## src/rtl/lsu_stb_drain.sv

```systemverilog
// Store-buffer drain controller: issues the oldest buffered store to the data
// cache, holds it until acknowledged, then pops the head entry.
module lsu_stb_drain #(
  parameter int ADDR_W = 32,
  parameter int DATA_W = 32,
  parameter int CNT_W  = 16
) (
  input  logic                clk,
  input  logic                rst,
  input  logic                stb_empty,
  input  logic [ADDR_W-1:0]   stb_head_addr,
  input  logic [DATA_W-1:0]   stb_head_data,
  input  logic [DATA_W/8-1:0] stb_head_sel,
  output logic                stb_rd_en,
  output logic                stb2dcache_req,
  output logic                stb2dcache_w_en,
  output logic [ADDR_W-1:0]   stb2dcache_addr,
  output logic [DATA_W-1:0]   stb2dcache_wdata,
  output logic [DATA_W/8-1:0] stb2dcache_sel,
  input  logic                dcache2stb_ack,
  input  logic                lsu_ld_req,
  input  logic                flush_req,
  output logic                flush_done,
  output logic                drain_busy,
  output logic [CNT_W-1:0]    drain_cnt
);

  localparam int SEL_W = DATA_W / 8;

  typedef enum logic {
    DR_IDLE = 1'b0,
    DR_REQ  = 1'b1
  } state_t;

  state_t              state_q, state_d;
  logic                req_q, req_d;
  logic                w_en_q, w_en_d;
  logic                busy_q, busy_d;
  logic [ADDR_W-1:0]   addr_q, addr_d;
  logic [DATA_W-1:0]   wdata_q, wdata_d;
  logic [SEL_W-1:0]    sel_q, sel_d;
  logic [CNT_W-1:0]    cnt_q, cnt_d;
  logic                start;
  logic                ack_hit;

  // A pending fence overrides load priority so it can never be starved.
  assign start   = (state_q == DR_IDLE) && !stb_empty && (!lsu_ld_req || flush_req);
  assign ack_hit = (state_q == DR_REQ) && dcache2stb_ack;

  always_comb begin
    state_d = state_q;
    req_d   = req_q;
    w_en_d  = w_en_q;
    busy_d  = busy_q;
    addr_d  = addr_q;
    wdata_d = wdata_q;
    sel_d   = sel_q;
    cnt_d   = cnt_q;
    unique case (state_q)
      DR_IDLE: begin
        if (start) begin
          addr_d  = stb_head_addr;
          wdata_d = stb_head_data;
          sel_d   = stb_head_sel;
          req_d   = 1'b1;
          w_en_d  = 1'b1;
          busy_d  = 1'b1;
          state_d = DR_REQ;
        end
      end
      DR_REQ: begin
        if (dcache2stb_ack) begin
          req_d   = 1'b0;
          w_en_d  = 1'b0;
          busy_d  = 1'b0;
          state_d = DR_IDLE;
          if (cnt_q != {CNT_W{1'b1}}) begin
            cnt_d = cnt_q + CNT_W'(1);
          end
        end
      end
      default: state_d = DR_IDLE;
    endcase
  end

  always_ff @(posedge clk) begin
    if (rst) begin
      state_q <= DR_IDLE;
      req_q   <= 1'b0;
      w_en_q  <= 1'b0;
      busy_q  <= 1'b0;
      addr_q  <= '0;
      wdata_q <= '0;
      sel_q   <= '0;
      cnt_q   <= '0;
    end else begin
      state_q <= state_d;
      req_q   <= req_d;
      w_en_q  <= w_en_d;
      busy_q  <= busy_d;
      addr_q  <= addr_d;
      wdata_q <= wdata_d;
      sel_q   <= sel_d;
      cnt_q   <= cnt_d;
    end
  end

  // A reset landing on the ack cycle must not pop: the entry is re-issued.
  assign stb_rd_en        = ack_hit && !rst;
  assign stb2dcache_req   = req_q;
  assign stb2dcache_w_en  = w_en_q;
  assign stb2dcache_addr  = addr_q;
  assign stb2dcache_wdata = wdata_q;
  assign stb2dcache_sel   = sel_q;
  assign drain_busy       = busy_q;
  assign drain_cnt        = cnt_q;
  assign flush_done       = flush_req && stb_empty && (state_q == DR_IDLE);

endmodule
```

## config.mk

```make
export PLATFORM = sky130hd
export DESIGN_NAME = lsu_stb_drain
export DESIGN_NICKNAME = d
export VERILOG_FILES = /design/src/rtl/lsu_stb_drain.sv
export SDC_FILE = /design/constraint.sdc
export NUM_CORES = 1
export LEC_CHECK = 0
export CAP_MARGIN = 0
export CORE_UTILIZATION = 40
export CTS_CLUSTER_DIAMETER = 150
export DETAILED_ROUTE_END_ITERATION = 16
export PLACE_DENSITY = 0.81
export RECOVER_POWER = 25
export SYNTH_ARGS = -nofsm -noshare
export SYNTH_HDL_FRONTEND = slang
export SYNTH_SLANG_ARGS = --single-unit
```

## constraint.sdc

```tcl
create_clock -name clk -period 2.6 [get_ports clk]
set_input_delay 0.52 -clock clk [delete_from_list [all_inputs] [get_ports clk]]
set_output_delay 0.52 -clock clk [all_outputs]
set_load 0.005 [all_outputs]
```

Word-level counts from Yosys, hierarchy flattened
Cells that the tools add are included.
{"block": "totals", "regBits": 86, "word_cells": 30, "out_inout_bits": 89, "in_bits": 74}
{"block": "op_classes", "mux": 6, "bitwise_logic": 1, "n_reduce_logical": 13, "n_addsub": 1, "eq_ne": 3}
{"op": "adder 16 x 1 -> 16 bit, second input constant", "n": 1}
{"op": "inequality test 16 bit, second input constant", "n": 1}
{"op": "logical AND 1 bit", "n": 6}
{"op": "two-way mux 1 bit", "n": 4}
{"op": "inequality test 2 bit, second input constant", "n": 2}
{"op": "one-hot mux 1 bit (2 select lines)", "n": 2}
{"op": "AND reduction 2 bit", "n": 2}
{"op": "logical NOT 1 bit", "n": 3}
{"op": "AND reduction 3 bit", "n": 1}
{"op": "logical OR 1 bit", "n": 1}
{"op": "NOT 1 bit", "n": 1}

Longest topological paths before layout
Gate-level depths: netlist (run 1).
{"block": "logic_depth", "word_depth": 5, "mapped_depth": 6, "mapped_depth_nobuf": 5}

Worst setup path before layout (run 1)
No wires, ideal clock.
{"block": "synth_path", "kind": "register to register", "startpoint": "register cnt_q[2] (netlist: drain_cnt[2])", "endpoint": "register cnt_q[13] (netlist: drain_cnt[13])", "setup_ns": 0.070, "synth_period_minus_slack_ns": 1.723, "path_stages_with_launch": 5, "t_required_ns": 2.530, "slack_ns": 0.877, "arrival_time_ns": 1.652, "path_cell_list": "dfxtp_1 nand3_2 or4_4 or4_1 a21oi_1"}
{"block": "synth_via", "elab_chain_cells": 2}
{"element": "start, declared", "line_no": "42", "text": "logic [CNT_W-1:0] cnt_q, cnt_d;"}
{"element": "start signal, assigned", "line_no": "104", "text": "cnt_q <= cnt_d;"}
{"element": "parallel branches: the longest is 2 deep, another holds adder 16 x 1 -> 16 bit"}
Parallel ways; which one is timed is not known.
A chain may end at the register's enable or synchronous reset.

Worst setup path in the final report (run 1)
{"block": "layout_path", "startpoint": "input port dcache2stb_ack", "endpoint": "output port stb_rd_en"}
{"block": "layout_via", "elab_chain_cells": 2}
{"element": "start, declared", "line_no": "20", "text": "input logic dcache2stb_ack,"}
{"element": "logical AND 1 bit", "line_no": "48", "text": "assign ack_hit = (state_q == DR_REQ) && dcache2stb_ack;"}
{"element": "logical AND 1 bit", "line_no": "109", "text": "assign stb_rd_en = ack_hit && !rst;"}
{"element": "end, declared", "line_no": "14", "text": "output logic stb_rd_en,"}
No other way between the ends.

==> results.tsv, run 1 <==
stage	metric	value	unit
logic_synthesis	synth_seq_cells	86	
sta	min_setup_slack_post_route	0.284	ns
grt	grt_start_max_net_pins	69	
die	die-area	0.00835	sq mm
detailed_routing	drt-met1-wl	3600	microns
final_layout	area_growth	60.1	%
sta	clock-skew-final	0.0101	ns
placement	place.gp.congestion	0.869	
detailed_routing	top_layer	met4	
detailed_routing	route.detailed.wl_per_inst	12.9	microns
sta	fin_crit_sh	89.1	%
die	die-width	91.4	microns
worst_setup_path	cpPeakStageDelay	0.53	ns
sta	achievable-frequency	0.432	GHz
clock_tree	cts_max_path_buffers	2	
sta	hold_slack	0.453	ns
pwr	peakVddDrop	0.326	mV
logic_synthesis	syn_inst	404	
logic_synthesis	synth_warnings	0	
grt	gr-total-overflow	0	
detailed_routing	route.final.wire_length	8560	microns
placement	dp.final_hpwl	6050	microns
clock_tree	clock_tree.htree_level_count	3	
final_layout	ff_latch_area	0.00172	sq mm
final_layout	most_common_cell_after_layout_fill_and_taps_aside	clkdlybuf4s50_1	
sta	tightestPinTransition	1.19	ns
grt	antenna_found_initial	0	
worst_setup_path	crit_chain	clkdlybuf4s50_1 -> nand2_1 -> nor2_1 -> clkdlybuf4s50_1	
detailed_routing	via_per_inst	5.01	
worst_setup_path	crit_fanout	5	
grt	first_global_vias	3001	
min_path	hold_path_class	flip-flop to flip-flop	
final_layout	antenna-diode-count	0	
detailed_routing	met2WireLength	4140	microns
worst_setup_path	worst_reg2reg_endpoint	stb2dcache_wdata[8]	
logic_synthesis	netlist-cell-type-count	37	
min_path	timing.hold.worst_path_depth	2	
final_layout	post_route_cells_drive_above_1_share	4.64	%
status	status	finished, final reports clean	
logic_synthesis	yosysSeqAreaShare	53.9	%
die	die_height	91.4	microns
placement	preCtsSetupSlack	0.246	ns
min_path	min_from	stb2dcache_addr[24]	
final_layout	top_library_cells_by_usage_in_the_layout_fill_and_taps_aside	161 x clkdlybuf4s50_1, 146 x nand2_1, 86 x dfxtp_1	
sta	hold_violations	0	
grt	grt_first_pass_wirelength	13700	microns
detailed_routing	drt_iter0_markers	80	
clock_tree	tritoncts_clock_tree	done	
pwr	power_per_cell_area	574	mW/mm^2
detailed_routing	overall_via_count_from_detail_route	3316	
worst_setup_path	worst-endpoint-required	2.08	ns
clock_tree	clock_insertion_delay_worst_skew	0.34	ns
final_layout	fillers	632	
clock_tree	post-cts-setup-buffer-count	0	
final_layout	finish.instance_area	0.00511	sq mm
sta	fin_setup_tns	0	ns
die	io-pin-count	163	
logic_synthesis	area_share_of_the_largest_cell_type_after_synthesis	53.9	%
clock_tree	ctsRootBufferMaster	clkbuf_8	
sta	rsz0062_at_grt	no	
logic_synthesis	syn_nets	479	
clock_tree	clk_pin_slew_worst_paths	0.08	ns
detailed_routing	ant_nets	0	
detailed_routing	drt_pass1_iterations	4	
detailed_routing	routed-wl-met3	666	microns
die	rows	32	
final_layout	final_util	66.2	%
worst_setup_path	worst_ep_arrival_time	1.80	ns
sta	worst_slew_margin_rel	20.9	%
sta	finalSetupViolations	0	
logic_synthesis	synth.avg_cell_area	7.91	sq um
pwr	reported_leakage_power	0.00182	uW
sta	final_period_minus_worst_setup_slack	2.32	ns
placement	detailed_place.area	0.00490	sq mm
worst_setup_path	setup.reg_to_reg.worst_slack	0.61	ns
clock_tree	clkSinkCount	86	
worst_setup_path	timing.critical_path.mode_cell	clkdlybuf4s50_1	
placement	input_output_buffers	162	
clock_tree	cts_inserted_buffers	9	
worst_setup_path	timing_worst_setup_path_type	input pin to primary output	
worst_setup_path	worst_reg2reg_path_startpoint	state_q	
grt	grt.total_usage	20.2	%
clock_tree	ctsHoldBuffers	0	
logic_synthesis	synthesis.area	0.00319	sq mm
final_layout	finalNetCount	631	
logic_synthesis	netlist_top_cells_area	dfxtp_1 54%, nand2_1 17%, a21oi_1 12%	
job	drv.max_cap_violation_count	0	
die	coreArea	0.00773	sq mm
worst_setup_path	crit_path_start_kind	input pin	
die	start_util	41.3	%
clock_tree	cts_repair_resize_count	0	
worst_setup_path	cp-end-kind	primary output	
final_layout	multiInputGateArea	0.00135	sq mm
worst_setup_path	rr_worst_depth	5	
worst_setup_path	timing.critical_path.buf_inv	2	
logic_synthesis	synth_top_cell_by_area	dfxtp_1	
detailed_routing	detail_route.drc_violations	0	
worst_setup_path	critPathTopFamily	buffers and inverters	
sta	timing.final.max_slew_violations	0	
worst_setup_path	critPathSlowestCell	clkdlybuf4s50_1	
min_path	hold_end	stb2dcache_addr[24]	
==> how the worst max path moves through the flow <==
stage	start	to	slack [ns]	cells past startpoint
floorplan	drain_cnt[2]	drain_cnt[13]	0.88	4
global route	lsu_ld_req	stb2dcache_wdata[8]	0.15	6
finish	dcache2stb_ack	stb_rd_en	0.28	4
global placement	dcache2stb_ack	drain_cnt[13]	0.29	5
CTS	dcache2stb_ack	stb_rd_en	0.28	4
detailed placement	dcache2stb_ack	drain_cnt[13]	0.25	5
==> metal layers <==
layer | vias to the layer above | global-route usage, %
met1 | 1536 | 22.9
met5 | - | 0
met4 | 0 | 9.26
li1 | 1650 | -
met2 | 118 | 35.0
met3 | 12 | 6.11
==> through the flow <==
step | instances | power (uW)
6_report | 662 | 2940
5_1_grt | 662 | 3080
4_1_cts | 662 | 2980
3_5_place_dp | 647 | 1880
3_3_place_gp | 647 | 1870
2_1_floorplan | 404 | 1590
==> power by group <==
part,switching [uW],internal (uW),total [uW],leakage [uW]
clock network,442,659,1100,0.000119
registers,34.0,1380,1420,0.000703
logic,167,255,421,0.000997
==> area by class of cell <==
class	count	area share, %
clock buffer	11	2.76
sequential	86	33.7
multi-input combinational	288	26.5
clock inverter	4	1.86
tap	102	2.50
inverter	3	0.220
timing repair buffer	168	32.5
==> registers in the layout, summed over array words and instances, names as in the netlist <==
| register | cells |
|---|---|
| stb2dcache_wdata | 32 |
| drain_cnt | 16 |
| stb2dcache_sel | 4 |
| drain_busy | 1 |
| state_q | 1 |
| stb2dcache_addr | 32 |
==> cell usage after synthesis <==
| cell type | count |
|---|---|
| a21oi_1 | 79 |
| a311oi_1 | 1 |
| a31oi_1 | 1 |
| and2_1 | 1 |
| and3_1 | 2 |
| and3_2 | 1 |
| and4_1 | 1 |
| buf_1 | 4 |
| buf_4 | 2 |
| clkbuf_1 | 21 |
| dfxtp_1 | 86 |
| ha_1 | 1 |
| inv_1 | 3 |
| mux2_2 | 1 |
| mux2i_1 | 1 |
| nand2_1 | 146 |
| nand2b_1 | 1 |
| nand3_1 | 3 |
| nand3_2 | 1 |
| nand4_1 | 7 |
| nor2_1 | 9 |
| nor2b_1 | 1 |
| nor3_1 | 3 |
| nor4_1 | 2 |
| o2111ai_1 | 1 |
| o21a_1 | 1 |
| o21ai_0 | 5 |
| o21ai_1 | 1 |
| o311ai_0 | 1 |
| o31ai_1 | 4 |
| o41ai_1 | 1 |
| or2_2 | 1 |
| or3_1 | 4 |
| or3_2 | 1 |
| or4_1 | 4 |
| or4_4 | 1 |
| xnor2_1 | 1 |
==> cells by family after synthesis <==
kind of cell	count (synthesis)	synth area share (%)
AND/OR/NAND/NOR	189	25.2
multiplexers	2	0.666
flip-flops	86	53.9
XOR/XNOR	1	0.274
adder cells (fa/ha/maj)	1	0.392
buffers and inverters	30	3.76
AO/OA/AOI/OAI	95	15.8
==> worst reg2reg max path: cells and delay by family (launching register included) <==
kind                   cells  cell delay (ns)
and+or+nand+nor            2             0.26
AOI/OAI and AO/OA          2             0.31
buffers and inverters      1             0.90
DFF                        1             0.46
Note: power is estimated with default switching activity, not from simulation.
==> run 2: changes to the inputs <==
Settings changed: ABC_AREA set to 1, GPL_TIMING_DRIVEN set to 1, PLACE_DENSITY 0.81 to 0.79.
==> run 2 against run 1 <==
Sequential cell count is the same. Global-route usage increased by 1.4 points. Via count rose by 4.7%. Sequential share of layout area decreased by 0.98 points. Power increased by 3.6%. Sequential power up 3%. Synthesized cell count rose by 14%. Combinational power is 26% higher. Highest routed layer unchanged.
==> results.tsv, run 2 <==
stage	metric	value	unit	change
logic_synthesis	synthesis.area	0.00344	sq mm	was 0.00319 sq mm
die	io-pin-count	163		unchanged
final_layout	area_growth	53.1	%	was 60.1%
die	die_height	94.7	microns	was 91.4 microns
clock_tree	post-cts-setup-buffer-count	0		unchanged
worst_setup_path	crit_fanout	10		was 5
grt	antenna_found_initial	0		unchanged
worst_setup_path	setup.reg_to_reg.worst_slack	0.78	ns	was 0.61 ns
sta	hold_violations	0		unchanged
logic_synthesis	synth.avg_cell_area	7.45	sq um	was 7.91 sq um
job	drv.max_cap_violation_count	0		unchanged
logic_synthesis	yosys-mux-area-fraction	0	%	was 0.666%
final_layout	finalNetCount	689		was 631
logic_synthesis	synth_enable_flop_cells	0		unchanged
sta	fin_crit_sh	88.8	%	was 89.1%
logic_synthesis	netlist_top_cells_area	dfxtp_1 50%, nor2_1 18%, o21ai_0 9.9%		was dfxtp_1 54%, nand2_1 17%, a21oi_1 12%
sta	min_setup_slack_post_route	0.292	ns	was 0.284 ns
pwr	reported_leakage_power	0.00205	uW	was 0.00182 uW
clock_tree	cts_repair_resize_count	0		unchanged
min_path	min_from	stb2dcache_addr[14]		was stb2dcache_addr[24]
worst_setup_path	cp-end-kind	primary output		unchanged
logic_synthesis	syn_nets	537		was 479
logic_synthesis	syn_inst	462		was 404
clock_tree	clock_tree.htree_level_count	3		unchanged
clock_tree	cts_max_path_buffers	2		unchanged
clock_tree	cts_inserted_buffers	9		unchanged
logic_synthesis	yosys.area_share.adder	0.364	%	was 0.392%
sta	clock-skew-final	0.0106	ns	was 0.0101 ns
logic_synthesis	synth_ff_type	dfxtp_1		unchanged
worst_setup_path	worst_reg2reg_endpoint	drain_cnt[15]		was stb2dcache_wdata[8]
min_path	hold_path_class	flip-flop to flip-flop		unchanged
worst_setup_path	crit_path_start_kind	input pin		unchanged
min_path	timing.hold.worst_path_depth	2		unchanged
logic_synthesis	synth-compound-area-share	12.4	%	was 15.8%
die	start_util	41.7	%	was 41.3%
grt	grt.total_usage	21.6	%	was 20.2%
clock_tree	tritoncts_clock_tree	done		unchanged
detailed_routing	ant_nets	0		unchanged
logic_synthesis	synth_seq_cells	86		unchanged
worst_setup_path	worst_ep_arrival_time	1.79	ns	was 1.80 ns
clock_tree	ctsHoldBuffers	0		unchanged
worst_setup_path	timing_worst_setup_path_type	input pin to primary output		unchanged
pwr	power_per_cell_area	578	mW/mm^2	was 574 mW/mm^2
detailed_routing	via_per_inst	4.80		was 5.01
grt	grt_first_pass_wirelength	15200	microns	was 13,700 microns
sta	worst_slew_margin_rel	56.0	%	was 20.9%
logic_synthesis	area_share_of_the_largest_cell_type_after_synthesis	50.0	%	was 53.9%
worst_setup_path	worst_reg2reg_path_startpoint	drain_cnt[0]		was state_q
logic_synthesis	yosysMostFrequentCell	nor2_1		was nand2_1
logic_synthesis	post_synthesis_xor_xnor_area_fraction	0	%	was 0.274%
final_layout	most_common_cell_after_layout_fill_and_taps_aside	nor2_1		was clkdlybuf4s50_1
logic_synthesis	netlist-cell-type-count	22		was 37
logic_synthesis	synth_warnings	0		unchanged
logic_synthesis	synthSimpleGateAreaFrac	30.4	%	was 25.2%
final_layout	antenna-diode-count	0		unchanged
clock_tree	clk_pin_slew_worst_paths	0.08	ns	about the same
placement	place.gp.congestion	0.824		was 0.869
die	rows	33		was 32
placement	place.detailed.instances	708		was 647
sta	fin_setup_tns	0	ns	unchanged
placement	preCtsSetupSlack	0.268	ns	was 0.246 ns
grt	first_global_vias	3229		was 3,001
sta	finalSetupViolations	0		unchanged
logic_synthesis	synth_top_cell_by_area	dfxtp_1		unchanged
detailed_routing	route.detailed.wl_per_inst	13.1	microns	was 12.9 microns
min_path	hold_end	stb2dcache_addr[14]		was stb2dcache_addr[24]
clock_tree	clkSinkCount	86		unchanged
final_layout	final_util	63.8	%	was 66.2%
placement	dp.final_hpwl	6920	microns	was 6050 microns
worst_setup_path	rr_worst_depth	6		was 5
detailed_routing	drt_iter0_markers	122		was 80
die	coreArea	0.00826	sq mm	was 0.00773 sq mm
sta	timing.final.max_slew_violations	0		unchanged
clock_tree	clock_insertion_delay_worst_skew	0.35	ns	was 0.34 ns
sta	tightestPinTransition	0.660	ns	was 1.19 ns
sta	rsz0062_at_grt	no		unchanged
detailed_routing	overall_via_count_from_detail_route	3473		was 3,316
final_layout	fillers	727		was 632
detailed_routing	route.final.wire_length	9450	microns	was 8560 microns
die	die-width	94.7	microns	was 91.4 microns
final_layout	layoutNonFillerInstCount	724		was 662
pwr	peakVddDrop	0.395	mV	was 0.326 mV
grt	gr-total-overflow	0		unchanged
logic_synthesis	synth_top_family_by_area	simple AND/OR/NAND/NOR gates		unchanged
final_layout	post_route_cells_drive_above_1_share	6.46	%	was 4.64%
sta	achievable-frequency	0.433	GHz	was 0.432 GHz
worst_setup_path	worst-endpoint-required	2.08	ns	about the same
detailed_routing	drt_pass1_iterations	4		unchanged
sta	final_period_minus_worst_setup_slack	2.31	ns	was 2.32 ns
grt	grt_start_max_net_pins	43		was 69
final_layout	top_library_cells_by_usage_in_the_layout_fill_and_taps_aside	170 x nor2_1, 161 x clkdlybuf4s50_1, 86 x dfxtp_1		was 161 x clkdlybuf4s50_1, 146 x nand2_1, 86 x dfxtp_1
die	die-area	0.00898	sq mm	was 0.00835 sq mm
status	status	finished, final reports clean		unchanged
clock_tree	ctsRootBufferMaster	clkbuf_8		unchanged
logic_synthesis	async_reset_ff_share	0	%	unchanged
logic_synthesis	most_frequent_cells_after_synthesis	168 x nor2_1, 86 x dfxtp_1, 68 x o21ai_0		was 146 x nand2_1, 86 x dfxtp_1, 79 x a21oi_1
placement	input_output_buffers	162		unchanged
detailed_routing	detail_route.drc_violations	0		unchanged
logic_synthesis	yosysSeqAreaShare	50.0	%	was 53.9%
==> run 2: changes by cell type after synthesis, sizes merged, moves of 14 or more <==
cell / change
nor2: +170
inv: +14
nand2: -98
o21ai: +63
a21oi: -65
nand3: +14
==> run 2: stage by stage <==
step	cell area [sq um]	hold WS [ns]	power [uW]
floorplan	3440	0.477	1690
global placement	5080	0.461	2010
detailed placement	5080	0.474	2030
CTS	5310	0.491	3080
global route	5270	0.511	3190
finish	5270	0.483	3040
==> run 2: area by class of cell <==
type / instances / area [sq um] / share of cell area (%)
sequential: 86 / 1720 / 32.7
timing repair buffer: 168 / 1670 / 31.8
multi-input combinational: 332 / 1460 / 27.6
clock buffer: 11 / 141 / 2.68
tap: 105 / 131 / 2.49
clock inverter: 5 / 81.3 / 1.54
inverter: 17 / 63.8 / 1.21
==> run 2: where the power goes <==
part | leakage, uW | switching (uW) | internal [uW] | total [uW]
sequential | 0.000708 | 51.0 | 1410 | 1460
combinational | 0.00123 | 210 | 320 | 530
clock | 0.000110 | 481 | 570 | 1050
total | 0.00205 | 743 | 2300 | 3040
==> run 2: critical path: stages <==
cell	delay, ns
clkdlybuf4s50_1	0.52
nand2_4	0.12
nor2_1	0.11
clkdlybuf4s50_1	0.51
==> run 2: cells by family after synthesis <==
logic type	count (synthesis)
AND/OR/NAND/NOR	248
buffers and inverters	44
AO/OA/AOI/OAI	83
adder cells (fa/ha/maj)	1
flip-flops	86
==> run 2: how the worst max path moves through the flow <==
stage	start	endpoint	slack [ns]	depth (start not counted)
2_1_floorplan	drain_cnt[0]	drain_cnt[15]	1.27	7
3_3_place_gp	dcache2stb_ack	stb_rd_en	0.30	4
3_5_place_dp	dcache2stb_ack	stb_rd_en	0.27	4
4_1_cts	dcache2stb_ack	stb_rd_en	0.27	4
5_1_grt	lsu_ld_req	stb2dcache_addr[31]	0.22	6
6_report	dcache2stb_ack	stb_rd_en	0.29	4
==> run 2: per-layer routing <==
metal | vias up | GRT usage [%] | part of all wire, %
met3 | 13 | 8.78 | 9.4
met1 | 1567 | 25.0 | 41
met5 | - | 0 | 0
met2 | 123 | 35.4 | 48
li1 | 1770 | - | -
met4 | 0 | 8.59 | 1.7
==> run 3: changes to the inputs <==
Settings changed: CTS_BUF_LIST set to sky130_fd_sc_hd__clkbuf_4.
==> run 3 against run 2 <==
Clock skew rose by 0.0054 ns. Wire length rose by 0.11%. Worst setup slack got worse by 0.011 ns. First-iteration DRC count rose by 3.3%. Final cell count did not move. Sequential share of layout area rose by 0.28 points. Hold slack improved by 0.010 ns. Fmax fell by 0.49%. Power fell by 6.2%. Global-route usage fell by 0.17 points. Die area did not move. Sequential power barely moved. Largest power group unchanged.
==> results.tsv, run 3 (synthesis results as in run 2) <==
stage	metric	value	unit	change
sta	fin_setup_tns	0	ns	unchanged
clock_tree	cts_inserted_buffers	9		unchanged
sta	achievable-frequency	0.431	GHz	was 0.433 GHz
detailed_routing	overall_via_count_from_detail_route	3470		was 3,473
pwr	peakVddDrop	0.402	mV	was 0.395 mV
sta	finalSetupViolations	0		unchanged
clock_tree	clk_pin_slew_worst_paths	0.13	ns	was 0.08 ns
worst_setup_path	critPathSlowestCell	clkdlybuf4s50_1		unchanged
grt	antenna_found_initial	0		unchanged
pwr	reported_leakage_power	0.00202	uW	was 0.00205 uW
placement	preCtsSetupSlack	0.268	ns	unchanged
sta	final_period_minus_worst_setup_slack	2.32	ns	was 2.31 ns
detailed_routing	route.detailed.wl_per_inst	13.1	microns	about the same
clock_tree	post-cts-setup-buffer-count	0		unchanged
worst_setup_path	worst_ep_arrival_time	1.80	ns	was 1.79 ns
grt	gr-total-overflow	0		unchanged
die	io-pin-count	163		unchanged
placement	dp.final_hpwl	6920	microns	unchanged
clock_tree	cts_repair_resize_count	0		unchanged
die	start_util	41.7	%	unchanged
placement	place.gp.congestion	0.824		unchanged
clock_tree	tritoncts_clock_tree	done		unchanged
clock_tree	ctsHoldBuffers	0		unchanged
detailed_routing	route.final.wire_length	9460	microns	was 9450 microns
worst_setup_path	cp-end-kind	primary output		unchanged
status	status	finished, final reports clean		unchanged
job	drv.max_cap_violation_count	0		unchanged
die	rows	33		unchanged
final_layout	most_common_cell_after_layout_fill_and_taps_aside	nor2_1		unchanged
die	die-width	94.7	microns	unchanged
clock_tree	clkSinkCount	86		unchanged
placement	input_output_buffers	162		unchanged
sta	rsz0062_at_grt	no		unchanged
worst_setup_path	crit_chain	clkdlybuf4s50_1 -> nand2_4 -> nor2_1 -> clkdlybuf4s50_1		unchanged
worst_setup_path	worst-endpoint-required	2.08	ns	about the same
sta	hold_violations	0		unchanged
die	die_height	94.7	microns	unchanged
sta	worst_slew_margin_rel	45.4	%	was 56.0%
grt	grt.met1_usage	24.8	%	was 25.0%
sta	min_setup_slack_post_route	0.281	ns	was 0.292 ns
grt	grt_first_pass_wirelength	15100	microns	was 15,200 microns
grt	grt_start_max_net_pins	43		unchanged
sta	clock-skew-final	0.0160	ns	was 0.0106 ns
clock_tree	ctsRootBufferMaster	clkbuf_4		was clkbuf_8
final_layout	fillers	734		was 727
final_layout	area_growth	51.8	%	was 53.1%
detailed_routing	ant_nets	0		unchanged
detailed_routing	drt_iter0_markers	126		was 122
grt	met3_usage	9.74	%	was 8.78%
worst_setup_path	timing.critical_path.mode_cell	clkdlybuf4s50_1		unchanged
grt	globalRouteMet2Util	35.6	%	was 35.4%
clock_tree	clock_insertion_delay_worst_skew	0.41	ns	was 0.35 ns
worst_setup_path	cpPeakStageDelay	0.52	ns	about the same
final_layout	post_route_cells_drive_above_1_share	7.11	%	was 6.46%
grt	grt.total_usage	21.4	%	was 21.6%
final_layout	antenna-diode-count	0		unchanged
worst_setup_path	crit_path_start_kind	input pin		unchanged
sta	timing.final.max_slew_violations	0		unchanged
final_layout	top_library_cells_by_usage_in_the_layout_fill_and_taps_aside	168 x nor2_1, 161 x clkdlybuf4s50_1, 86 x dfxtp_1		was 170 x nor2_1, 161 x clkdlybuf4s50_1, 86 x dfxtp_1
sta	fin_crit_sh	89.2	%	was 88.8%
min_path	hold_path_class	flip-flop to flip-flop		unchanged
grt	global_route.peak_usage_layer	met2		unchanged
die	coreArea	0.00826	sq mm	unchanged
sta	tightestPinTransition	0.819	ns	was 0.660 ns
clock_tree	cts_max_path_buffers	2		unchanged
worst_setup_path	timing_worst_setup_path_type	input pin to primary output		unchanged
final_layout	finalNetCount	689		unchanged
clock_tree	clock_tree.htree_level_count	3		unchanged
worst_setup_path	crit_fanout	10		unchanged
pwr	total_power	2860	uW	was 3040 uW
die	die-area	0.00898	sq mm	unchanged
pwr	power_per_cell_area	547	mW/mm^2	was 578 mW/mm^2
detailed_routing	via_per_inst	4.79		was 4.80
detailed_routing	drt_pass1_iterations	4		unchanged
grt	first_global_vias	3210		was 3,229
detailed_routing	detail_route.drc_violations	0		unchanged
## run 3: changes by cell type in the layout (fill, tap and decap cells not counted)
cell      delta
nor2_1       -2
nand2_2      +2
clkbuf_2     +1
clkbuf_1     -1
clkbuf_8    -10
clkinv_1     +1
clkbuf_4    +10
nand2_1      -2
nor2_4       +2
buf_4        -1
## run 3: worst paths after layout
kind	slack [ns]	endpoint	cells past startpoint	start
max	0.28	stb_rd_en	4	dcache2stb_ack
min	0.49	stb2dcache_addr[14]	2	stb2dcache_addr[14]
max reg2reg	0.85	drain_cnt[15]	6	drain_cnt[0]
min reg2reg	0.49	stb2dcache_addr[14]	2	stb2dcache_addr[14]
## run 3: routing by layer
| layer | up-vias | wire length [microns] |
|---|---|---|
| met1 | 1572 | 3870 |
| met2 | 119 | 4550 |
| met3 | 11 | 916 |
| li1 | 1768 | - |
| met5 | - | 0 |
| met4 | 0 | 125 |
## run 3: critical path: cells and delay by family
| kind | cells | cell delay [ns] |
|---|---|---|
| buf+inv | 2 | 1.03 |
| simple gates | 2 | 0.25 |
## run 3: layout make-up
cell class                 count  area (sq um)  area share (%)
sequential                    86          1720            33.0
timing repair buffer         168          1670            32.0
multi-input combinational    332          1480            28.2
tap                          105           131            2.51
clock inverter                 6          85.1            1.63
clock buffer                  10          75.1            1.44
inverter                      17          63.8            1.22
## run 3: through the flow
stage / cell area [sq um] / hold slack (ns) / utilization (%) / cells
floorplan: 3440 / 0.477 / - / 462
global placement: 5080 / 0.461 / 61.5 / 708
detailed placement: 5080 / 0.474 / 61.5 / 708
CTS: 5240 / 0.497 / 63.5 / 724
global route: 5220 / 0.517 / 63.3 / 724
finish: 5220 / 0.493 / 63.3 / 724
## run 3: report_power, final
| part | internal (uW) | leakage [uW] | total, uW | switching, uW |
|---|---|---|---|---|
| clock | 400 | 0.0000844 | 862 | 462 |
| combinational | 321 | 0.00123 | 531 | 210 |
| sequential | 1410 | 0.000708 | 1460 | 50.8 |
| total | 2130 | 0.00202 | 2860 | 723 |
